$ cat src/rtl/delay_pipe_pkg.sv
// Shared helpers for the delay_pipe family: tap-select width and tap clamping.
package delay_pipe_pkg;

  // Number of bits needed to express a tap in 0..depth.
  function automatic int tap_w(input int depth);
    return $clog2(depth + 1);
  endfunction

  // Map a raw tap select onto the legal delay range 1..depth.
  function automatic int clamp_tap(input int sel, input int depth);
    int r;
    if (sel < 1) begin
      r = 1;
    end else if (sel > depth) begin
      r = depth;
    end else begin
      r = sel;
    end
    return r;
  endfunction

endpackage

$ cat src/rtl/edge_detect.sv
// Per-bit rise/fall detector against the last valid word seen.
// History survives invalid gaps; only clr or reset forgets it.
module edge_detect
  import delay_pipe_pkg::*;
#(
  parameter int               WIDTH     = 1,
  parameter logic [WIDTH-1:0] RESET_VAL = {WIDTH{1'b0}}
) (
  input  logic             clk,
  input  logic             rst_n,
  input  logic             upd,
  input  logic             clr,
  input  logic [WIDTH-1:0] d,
  input  logic             d_valid,
  output logic [WIDTH-1:0] rise,
  output logic [WIDTH-1:0] fall
);

  logic [WIDTH-1:0] last_q;
  logic [WIDTH-1:0] last_d;
  logic             last_ok_q;
  logic             last_ok_d;

  // Next-state for the history word: clear wins over update, else hold.
  always_comb begin
    last_d    = last_q;
    last_ok_d = last_ok_q;
    if (clr) begin
      last_ok_d = 1'b0;
    end else if (upd) begin
      last_d    = d;
      last_ok_d = 1'b1;
    end else begin
      last_ok_d = last_ok_q;
    end
  end

  // History registers with asynchronous reset.
  always_ff @(posedge clk or negedge rst_n) begin
    if (!rst_n) begin
      last_q    <= RESET_VAL;
      last_ok_q <= 1'b0;
    end else begin
      last_q    <= last_d;
      last_ok_q <= last_ok_d;
    end
  end

  // Edge flags only when both the current word and the history are trustworthy.
  always_comb begin
    if (d_valid && last_ok_q) begin
      rise = d & ~last_q;
      fall = ~d & last_q;
    end else begin
      rise = {WIDTH{1'b0}};
      fall = {WIDTH{1'b0}};
    end
  end

endmodule

$ cat src/rtl/delay_pipe.sv
// Stallable, flushable register delay line with a runtime-selectable tap and
// edge detection on the selected output word.
module delay_pipe
  import delay_pipe_pkg::*;
#(
  parameter int               WIDTH     = 1,
  parameter int               DEPTH     = 2,
  parameter logic [WIDTH-1:0] RESET_VAL = {WIDTH{1'b0}},
  localparam int              TAP_W     = tap_w(DEPTH)
) (
  input  logic             clk,
  input  logic             rst_n,
  input  logic             en,
  input  logic             flush,
  input  logic [WIDTH-1:0] din,
  input  logic             din_valid,
  input  logic [TAP_W-1:0] tap_sel,
  output logic [WIDTH-1:0] dout,
  output logic             dout_valid,
  output logic [WIDTH-1:0] rise,
  output logic [WIDTH-1:0] fall
);

  logic [WIDTH-1:0] stg_q [DEPTH];
  logic [WIDTH-1:0] stg_d [DEPTH];
  logic [DEPTH-1:0] v_q;
  logic [DEPTH-1:0] v_d;
  logic [WIDTH-1:0] dout_s;
  logic             dout_valid_s;
  int               eff_idx;

  // Stage next-state: flush drops validity but keeps data; enable shifts by one.
  always_comb begin
    stg_d = stg_q;
    v_d   = v_q;
    if (flush) begin
      v_d = {DEPTH{1'b0}};
    end else if (en) begin
      stg_d[0] = din;
      v_d[0]   = din_valid;
      for (int i = 1; i < DEPTH; i++) begin
        stg_d[i] = stg_q[i-1];
        v_d[i]   = v_q[i-1];
      end
    end else begin
      v_d = v_q;
    end
  end

  // Stage and valid registers with asynchronous reset.
  always_ff @(posedge clk or negedge rst_n) begin
    if (!rst_n) begin
      for (int i = 0; i < DEPTH; i++) begin
        stg_q[i] <= RESET_VAL;
      end
      v_q <= {DEPTH{1'b0}};
    end else begin
      stg_q <= stg_d;
      v_q   <= v_d;
    end
  end

  // Tap mux as AND-OR over the registered stages; tap changes act immediately.
  always_comb begin
    eff_idx      = clamp_tap(int'(tap_sel), DEPTH) - 1;
    dout_s       = {WIDTH{1'b0}};
    dout_valid_s = 1'b0;
    for (int i = 0; i < DEPTH; i++) begin
      dout_s       = dout_s | (stg_q[i] & {WIDTH{(i == eff_idx)}});
      dout_valid_s = dout_valid_s | (v_q[i] & (i == eff_idx));
    end
  end

  assign dout       = dout_s;
  assign dout_valid = dout_valid_s;

  // History advances only on an enabled, unflushed edge that presents a valid word.
  edge_detect #(
    .WIDTH     (WIDTH),
    .RESET_VAL (RESET_VAL)
  ) u_edge (
    .clk     (clk),
    .rst_n   (rst_n),
    .upd     (en & ~flush & dout_valid_s),
    .clr     (flush),
    .d       (dout_s),
    .d_valid (dout_valid_s),
    .rise    (rise),
    .fall    (fall)
  );

endmodule

$ cat config.mk
export PLATFORM = sky130hd
export DESIGN_NAME = delay_pipe
export DESIGN_NICKNAME = d
export VERILOG_FILES = /design/src/rtl/delay_pipe_pkg.sv /design/src/rtl/edge_detect.sv /design/src/rtl/delay_pipe.sv
export SDC_FILE = /design/constraint.sdc
export NUM_CORES = 1
export LEC_CHECK = 0
export BUFFER_PORTS_ARGS = -buffer_cell sky130_fd_sc_hd__buf_2
export CAP_MARGIN = 5
export CORE_AREA = 10 10 47 49
export DETAILED_ROUTE_END_ITERATION = 8
export DIE_AREA = 0 0 57 59
export PLACE_DENSITY = 0.39
export SYNTH_ARGS = -nofsm -noshare
export SYNTH_HDL_FRONTEND = slang
export SYNTH_SLANG_ARGS = --single-unit
$ cat constraint.sdc
create_clock -name clk -period 2.01 [get_ports clk]
set_input_delay 0.1005 -clock clk [delete_from_list [all_inputs] [get_ports clk]]
set_output_delay 0.1005 -clock clk [all_outputs]
set_load 0.03 [all_outputs]
==> impl_metrics.tcl, run 1 <==
set metrics [dict create \
    synth_top_area_frac 0.5286 \
    finalWirelength_um 618 \
    period_needed_ns 1.414 \
    synth.distinct_cells 11 \
    clock_sinks 6 \
    cts_root_buf "clkbuf_4" \
    ant_nets 0 \
    nNetsFinal 48 \
    cp_num_buf_inv 1 \
    worstMarginPinSlew_ns 0.3665 \
    crit_arrival_ns 1.31 \
    die_h_um 59 \
    leakage_nw 0.1988 \
    routedWlPerCell_um 11.44 \
    fmax_mhz 707.4 \
    post-route-period-util 0.7033 \
    area_delta_synth_final_pct 36.12 \
    grt_pass1_wl_um 979 \
    start_util 0.2027 \
    relSlewSlack 0.7487 \
    skew_ns 0.002265 \
    setup_violations 0 \
    drtIter0Drc 1 \
    power_w 0.0003277 \
    die_x_um 57 \
    worst_slack_ns 0.5964 \
    diodes 0 \
    outcome "finished clean" \
    setup_tns_ns 0 \
    grt_pass1_vias 246 \
    worstHoldPathType "primary input to flop" \
    synth.ff_latch_count 6 \
    synthTopCellsByArea "dfrtp_1, mux2i_1, mux2_2" \
    fin_hold_ws_ns 0.08750 \
    path_cells "mux2i_1, nand2_1, nor2_1, buf_2" \
    synth_nets 32 \
    drtPass1Iterations 4 \
    instances_no_fill 54 \
    clk_latency_ns 0.24 \
    grt_max_degree 7 \
    cts.clk_slew.worst_paths_ns 0.05 \
    path_class "flop to primary output" \
    vias_per_cell 3.963 \
    drc 0 \
    critPathTopFamily "flip-flops" \
    cts_buffers 3 \
    ios 12 \
    slowest_delay_ns 0.37 \
    ctsLongestPathBuffers 2 \
    antenna_found_initial 0 \
    slowest_stage "dfrtp_1" \
    rsz0062_at_grt "false" \
    overflow 0 \
    rows 14 \
    synthesis.instances 24 \
    htree_levels 1 \
    drive_above_1_share 0.4737 \
    crit_path_end_kind "primary output" \
    crit_fanout 4 \
    hold_violations 0 \
    yosysSeqAreaShare 0.5286 \
    final_common_cell "buf_2" \
    yosysTopAreaCell "dfrtp_1" \
    placed_cells 50 \
    vdd_drop_max_uv 282.8 \
    required_ns 1.91 \
    power_density_nw_per_um2 847.6 \
    drv_slew 0 \
    maxCapViolCount 0 \
    tritoncts "built" \
    avgSynthCellArea_um2 11.83 \
    yosys_warnings 0 \
    num_vias 214 \
    io_buffers 10 \
    die_area_um2 3363 \
    start_kind "flop" \
    fp.coreArea_um2 1401 \
    pre_cts_slack_ns 0.8379 \
    final_cell_mix "buf_2, dfrtp_1, nor2_1, mux2i_1, clkbuf_4" \
    fill_cells 154 \
    grt_use_total 0.04125 \
    place_congestion 0.6778 \
    netlist_area_um2 284.0 \
]
==> registers in the layout, summed over array words and instances (netlist names) <==
register          cells
stg_q                 2
u_edge.last_q         1
u_edge.last_ok_q      1
v_q                   2
==> cell families after synthesis <==
group / Yosys count / synth area share
simple gates: 8 / 0.1630
mux: 6 / 0.2379
compound gates: 3 / 0.05728
buf+inv: 1 / 0.01320
flops: 6 / 0.5286
==> worst paths after layout <==
| path | from | endpoint | slack, ns | depth (start not counted) |
|---|---|---|---|---|
| hold reg to reg | u_edge.last_ok_q | u_edge.last_ok_q | 0.50 | 2 |
| max in group asynchronous | rst_n | v_q[0] | 1.64 | 2 |
| hold / removal | flush | u_edge.last_ok_q | 0.09 | 2 |
| setup reg to reg | v_q[0] | u_edge.last_q | 1.01 | 3 |
| min in group asynchronous | rst_n | u_edge.last_q | 0.22 | 2 |
| setup / recovery | stg_q[0] | fall | 0.60 | 4 |
==> per-stage QoR <==
stage / instance area (um^2) / utilization
3_3_place_gp: 354.1 / 0.2527
3_5_place_dp: 354.1 / 0.2527
6_report: 386.6 / 0.2759
5_1_grt: 386.6 / 0.2759
4_1_cts: 386.6 / 0.2759
2_1_floorplan: 284.0 / -
==> per-layer routing <==
metal,vias up,part of all wire,track usage
met5,-,0,0
met4,0,0,0.05034
met3,0,0.14,0.03863
met2,7,0.44,0.05271
met1,95,0.41,0.03369
li1,112,-,-
==> cells in the mapped netlist <==
cell,instances
a21oi_1,2
a31oi_1,1
dfrtp_1,6
inv_1,1
mux2_2,2
mux2_4,1
mux2i_1,3
nand2_1,2
nor2_1,4
nor2b_4,1
nor3_2,1
==> power breakdown <==
part	switching [W]	internal (W)
combinational	0.0000378	0.0000296
sequential	0.0000116	0.000139
clock	0.0000424	0.0000675
total	0.0000917	0.000236
==> area by class of cell <==
| class | instances | area [um^2] | share of cell area |
|---|---|---|---|
| flip-flops and latches | 6 | 150.1 | 0.3883 |
| multi-input cells | 17 | 130.1 | 0.3366 |
| repair buffers | 11 | 60.06 | 0.1553 |
| clock buffers | 3 | 22.52 | 0.05825 |
| well taps | 16 | 20.02 | 0.05178 |
| inverters | 1 | 3.754 | 0.009709 |
==> timing repair <==
item / in CTS / in global routing
buffers inserted: 0 / 0
hold buffers: 1 / 0
endpoints found under the hold margin: 6 / 0
resized for setup: 0 / 0
Note: power is estimated with default switching activity, not from simulation.
==> run 2, diff against run 1 <==
==> constraint.sdc (replaced) <==
create_clock -name clk -period 1.5 [get_ports clk]
set_input_delay 0.075 -clock clk [delete_from_list [all_inputs] [get_ports clk]]
set_output_delay 0.075 -clock clk [all_outputs]
set_load 0.03 [all_outputs]
==> run 2 against run 1 <==
Net effect:
- clock power is 35% higher
- clock-buffer cell count unchanged
- worst hold slack worse by 0.025 ns
- non-clock buffer count stayed put
- first-iteration DRC count did not move
- register-to-register slack lost 0.50 ns
- sequential share of layout area down 0.37 points
- flip-flop and latch count stayed put
- final cell count is the same
- combinational power rose by 37%
- worst setup slack got worse by 0.43 ns
- design area grew 0.97%
- largest cell class unchanged
- largest power group unchanged
==> impl_metrics.tcl, run 2 (synthesis gave the netlist of run 1 again) <==
set metrics [dict create \
    outcome "finished clean" \
    r2r_end "u_edge.last_ok_q" \
    period_needed_ns 1.331 \
    power_density_nw_per_um2 1137 \
    routedWlPerCell_um 11.15 \
    rsz0062_at_grt "false" \
    area_delta_synth_final_pct 37.44 \
    antenna_found_initial 0 \
    grt_pass1_vias 246 \
    multi_input_area_um2 133.9 \
    drv_slew 0 \
    start_kind "flop" \
    crit_arrival_ns 1.26 \
    overflow 0 \
    htree_levels 1 \
    start_util 0.2027 \
    relSlewSlack 0.8196 \
    ios 12 \
    fp.coreArea_um2 1401 \
    worstHoldStart "flush" \
    ant_nets 0 \
    nNetsFinal 48 \
    drive_above_1_share 0.5000 \
    post_cts_buffers 0 \
    num_vias 215 \
    holdPathEnd "u_edge.last_ok_q" \
    vdd_drop_max_uv 378.6 \
    final_common_cell "buf_2" \
    vias_per_cell 3.981 \
    die_h_um 59 \
    maxCapViolCount 0 \
    critPathTopFamily "flip-flops" \
    io_buffers 10 \
    hold_depth 2 \
    worstHoldPathType "primary input to flop" \
    required_ns 1.42 \
    post-route-period-util 0.8877 \
    grt_pass1_wl_um 979 \
    skew_ns 0.003124 \
    r2r_cells 3 \
    ctsLongestPathBuffers 2 \
    seq_area_um2 150.1 \
    reg_top3 "stg_q: 2 flops, v_q: 2 flops" \
    cts_buffers 3 \
    clock_sinks 6 \
    ff2ff_setup_slack_ns 0.51 \
    grt_max_degree 7 \
    cp_num_buf_inv 1 \
    tritoncts "built" \
    fin_hold_ws_ns 0.06234 \
    diodes 0 \
    setup_violations 0 \
    setup_tns_ns 0 \
    clk_latency_ns 0.24 \
    rows 14 \
    fmax_mhz 751.0 \
    die_x_um 57 \
    crit_fanout 5 \
    grt_use_total 0.04125 \
    cts.clk_slew.worst_paths_ns 0.04 \
    path_cells "mux2_4, nand2_1, nor2_1, buf_2" \
    finalWirelength_um 602 \
    hold_violations 0 \
    final_cell_mix "buf_2, dfrtp_1, nor2_1, clkbuf_4" \
    cts_root_buf "clkbuf_4" \
    worstMarginPinSlew_ns 0.2653 \
    drc 0 \
    slowest_stage "dfrtp_1" \
    r2r_start "v_q[0]" \
    path_class "flop to primary output" \
    fill_cells 155 \
    place_congestion 0.6778 \
    drtPass1Iterations 2 \
    die_area_um2 3363 \
    drtIter0Drc 1 \
    leakage_nw 0.1971 \
    slowest_delay_ns 0.38 \
    crit_path_end_kind "primary output" \
]
-- run 2: how the worst max path moves through the flow --
stage / cells after the start / startpoint / endpoint / slack [ns]
final: 4 / v_q[0] / fall / 0.17
after global routing: 4 / stg_q[1] / fall / 0.02
after CTS: 4 / stg_q[0] / fall / 0.08
after detailed placement: 4 / stg_q[1] / fall / 0.35
after global placement: 4 / stg_q[0] / fall / 0.39
after floorplan: 3 / stg_q[0] / fall / 0.32
-- run 2: through the flow --
stage / cells / total power, W / utilization / instance area, um^2 / setup WS [ns]
3_3_place_gp: 50 / 0.0002914 / 0.2527 / 354.1 / 0.3896
3_5_place_dp: 50 / 0.0002935 / 0.2527 / 354.1 / 0.3534
2_1_floorplan: 24 / 0.0002629 / - / 284.0 / 0.3152
5_1_grt: 54 / 0.0004826 / 0.2786 / 390.4 / 0.02165
6_report: 54 / 0.0004440 / 0.2786 / 390.4 / 0.1685
4_1_cts: 54 / 0.0004499 / 0.2759 / 386.6 / 0.08382
-- run 2: metal layers --
layer  up-vias  track usage  wire length [um]  part of all wire
met4         0      0.05034                 0                 0
li1        113            -                 -                 -
met5         -            0                 0                 0
met2         7      0.05271               273              0.45
met1        95      0.03369               242              0.40
met3         0      0.03863                86              0.14
-- run 2: repair_timing --
item,in CTS,in global routing
endpoints found under the setup margin,0,1
hold endpoints to repair,6,0
hold buffers,1,0
resized for setup,0,1
-- run 2: report_power, final --
| part | internal [W] | switching [W] |
|---|---|---|
| logic | 0.0000423 | 0.0000501 |
| registers | 0.000186 | 0.0000174 |
| clock network | 0.0000905 | 0.0000575 |
| total | 0.000319 | 0.000125 |
-- run 2: layout make-up --
class | instances | share of cell area
sequential | 6 | 0.3846
inverter | 1 | 0.009615
timing repair buffer | 11 | 0.1538
clock buffer | 3 | 0.05769
tap | 16 | 0.05128
multi-input combinational | 17 | 0.3429
==> run 3, diff against run 2 <==
--- a/config.mk
+++ b/config.mk
@@ -10,7 +10,7 @@
 export CORE_AREA = 10 10 47 49
 export DETAILED_ROUTE_END_ITERATION = 8
 export DIE_AREA = 0 0 57 59
-export PLACE_DENSITY = 0.39
+export PLACE_DENSITY = 0.4
 export SYNTH_ARGS = -nofsm -noshare
 export SYNTH_HDL_FRONTEND = slang
 export SYNTH_SLANG_ARGS = --single-unit
==> constraint.sdc (replaced) <==
create_clock -name clk -period 1.1 [get_ports clk]
set_input_delay 0.055 -clock clk [delete_from_list [all_inputs] [get_ports clk]]
set_output_delay 0.055 -clock clk [all_outputs]
set_load 0.03 [all_outputs]
==> run 3 against run 2 <==
Net effect:
- the flow now finishes with violations (negative setup slack)
- power rose by 48%
- utilization rose by 5.4 points
- worst setup slack got worse by 0.30 ns
- flip-flop and latch count did not move
- worst hold slack got worse by 0.013 ns
- wire length rose by 9.5%
- final cell count rose by 11%
- critical path depth did not move
- clock-buffer cell count did not move
- sequential power rose by 37%
- clock power rose by 30%
- highest routed layer unchanged
- clock skew fell by 0.0012 ns
==> impl_metrics.tcl, run 3 (synthesis gave the netlist of run 1 again) <==
set metrics [dict create \
    p_int_w 0.0004762 \
    ant_nets 0 \
    placed_area_um2 364.1 \
    clock_sinks 6 \
    vdd_drop_max_uv 662.8 \
    hold_violations 0 \
    post-route-period-util 1.118 \
    slowest_delay_ns 0.37 \
    routedWlPerCell_um 10.98 \
    ios 12 \
    drc 0 \
    r2r_end "u_edge.last_q" \
    crit_fanout 3 \
    cts.clk_slew.worst_paths_ns 0.04 \
    crit_arrival_ns 1.17 \
    final_common_cell "buf_4" \
    area_delta_synth_final_pct 64.32 \
    slowest_stage "dfrtp_1" \
    cp_num_buf_inv 1 \
    start_kind "flop" \
    nNetsFinal 54 \
    fp.coreArea_um2 1401 \
    combinationalPowerShare 0.281 \
    period_needed_ns 1.230 \
    drtIter0Drc 2 \
    leakage_nw 0.2436 \
    worst_slack_ns -0.1299 \
    start_util 0.2027 \
    instances_no_fill 60 \
    skew_ns 0.001945 \
    path_cells "mux2_4, nand2_4, nor3_2, buf_4" \
    grt_pass1_vias 265 \
    fmax_mhz 813.1 \
    grt_pass1_wl_um 1097 \
    overflow 0 \
    tritoncts "built" \
    die_h_um 59 \
    seq_area_um2 150.1 \
    grt_max_degree 7 \
    worstMarginPinSlew_ns 0.1670 \
    crit_path_end_kind "primary output" \
    placed_cells 51 \
    path_class "flop to primary output" \
    ff2ff_setup_slack_ns -0.02 \
    io_buffers 10 \
    relSlewSlack 0.8865 \
    cts_root_buf "clkbuf_4" \
    outcome "finished, violations left" \
    final_cell_mix "buf_4, buf_2, dfrtp_1, nor2_1, clkbuf_4" \
    antenna_found_initial 0 \
    design_area_um2 466.7 \
    rsz0062_at_grt "true" \
    maxCapViolCount 0 \
    r2r_start "v_q[0]" \
    p_sw_w 0.0001800 \
    vias_per_cell 4.283 \
    pwr-share-clk 0.292 \
    die_area_um2 3363 \
    diodes 0 \
    grt_use_total 0.04252 \
    die_x_um 57 \
    drv_slew 0 \
    multi_input_area_um2 147.6 \
    place_congestion 0.7132 \
    finalWirelength_um 659 \
    crit_start "v_q[0]" \
    crit_end "rise" \
    cp.depth 4 \
    setup_violations 6 \
    reg_top3 "stg_q: 2 flops, v_q: 2 flops" \
    seqPwrFrac 0.427 \
    ctsLongestPathBuffers 2 \
    rows 14 \
    critPathTopFamily "flip-flops" \
    dp_hpwl_um 533.7 \
    required_ns 1.04 \
    fill_cells 152 \
    drtPass1Iterations 2 \
    power_density_nw_per_um2 1406 \
    pre_cts_slack_ns 0.03783 \
    r2r_cells 4 \
    cts_buffers 3 \
    num_vias 257 \
    worstHoldPathType "primary input to flop" \
    sw_frac_of_total 0.2743 \
    clk_latency_ns 0.24 \
    violations "negative setup slack" \
    drive_above_1_share 0.6591 \
    htree_levels 1 \
]
-- run 3: cell count changes in the layout (fill, tap and decap cells not counted), sizes merged --
cell	change
buf	+6
-- run 3: area by class of cell --
type	count	share of cell area
clock buffer	3	0.04826
inverter	1	0.008043
multi-input combinational	17	0.3164
sequential	6	0.3217
tap	16	0.04290
timing repair buffer	17	0.2627
-- run 3: how the worst min path moves through the flow --
stage | depth (start not counted) | endpoint | startpoint | slack, ns
2_1_floorplan | 0 | stg_q[0] | rst_n | -0.24
4_1_cts | 2 | u_edge.last_ok_q | flush | 0.05
6_report | 2 | u_edge.last_ok_q | flush | 0.05
3_5_place_dp | 1 | stg_q[0] | rst_n | -0.11
3_3_place_gp | 1 | stg_q[0] | rst_n | -0.12
5_1_grt | 2 | u_edge.last_ok_q | flush | 0.04
-- run 3: metrics by stage --
stage          hold slack [ns]  total power, W    util  setup TNS (ns)
5_1_grt                0.03963       0.0007086  0.3330         -0.7233
3_5_place_dp           -0.1146       0.0004166  0.2598               0
3_3_place_gp           -0.1151       0.0004103  0.2598               0
6_report               0.04923       0.0006562  0.3330         -0.3520
4_1_cts                0.05004       0.0006477  0.3152         -0.4042
2_1_floorplan          -0.2406       0.0003605       -        -0.02110
-- run 3: power groups by stage --
stage                     Sequential (W)  Clock [W]  Combinational [W]
after floorplan                 0.000275          0          0.0000860
final                           0.000280   0.000192           0.000184
after global placement          0.000277          0           0.000133
after detailed placement        0.000279          0           0.000137
after global routing            0.000284   0.000219           0.000205
after CTS                       0.000276   0.000202           0.000170
-- run 3: worst register-to-register path: stages, from the launching register on --
cell and delay (ns):
dfrtp_1 0.37, mux2_4 0.30, buf_4 0.15, a21oi_1 0.12, a31oi_1 0.06
-- run 3: timing repair --
action / CTS / global route
endpoints found under the hold margin: 6 / 0
endpoints found under the setup margin: 4 / 6
resized for setup: 8 / 4
pin swaps: 1 / 0
hold buffers: 1 / 0
setup buffers: 3 / 2
-- run 3: layer usage --
layer | wire, um | GRT usage | up-vias
li1 | - | - | 125
met1 | 261 | 0.03721 | 127
met2 | 356 | 0.06822 | 5
met3 | 42 | 0.03648 | 0
met4 | 0 | 0.02013 | 0
met5 | 0 | 0 | -
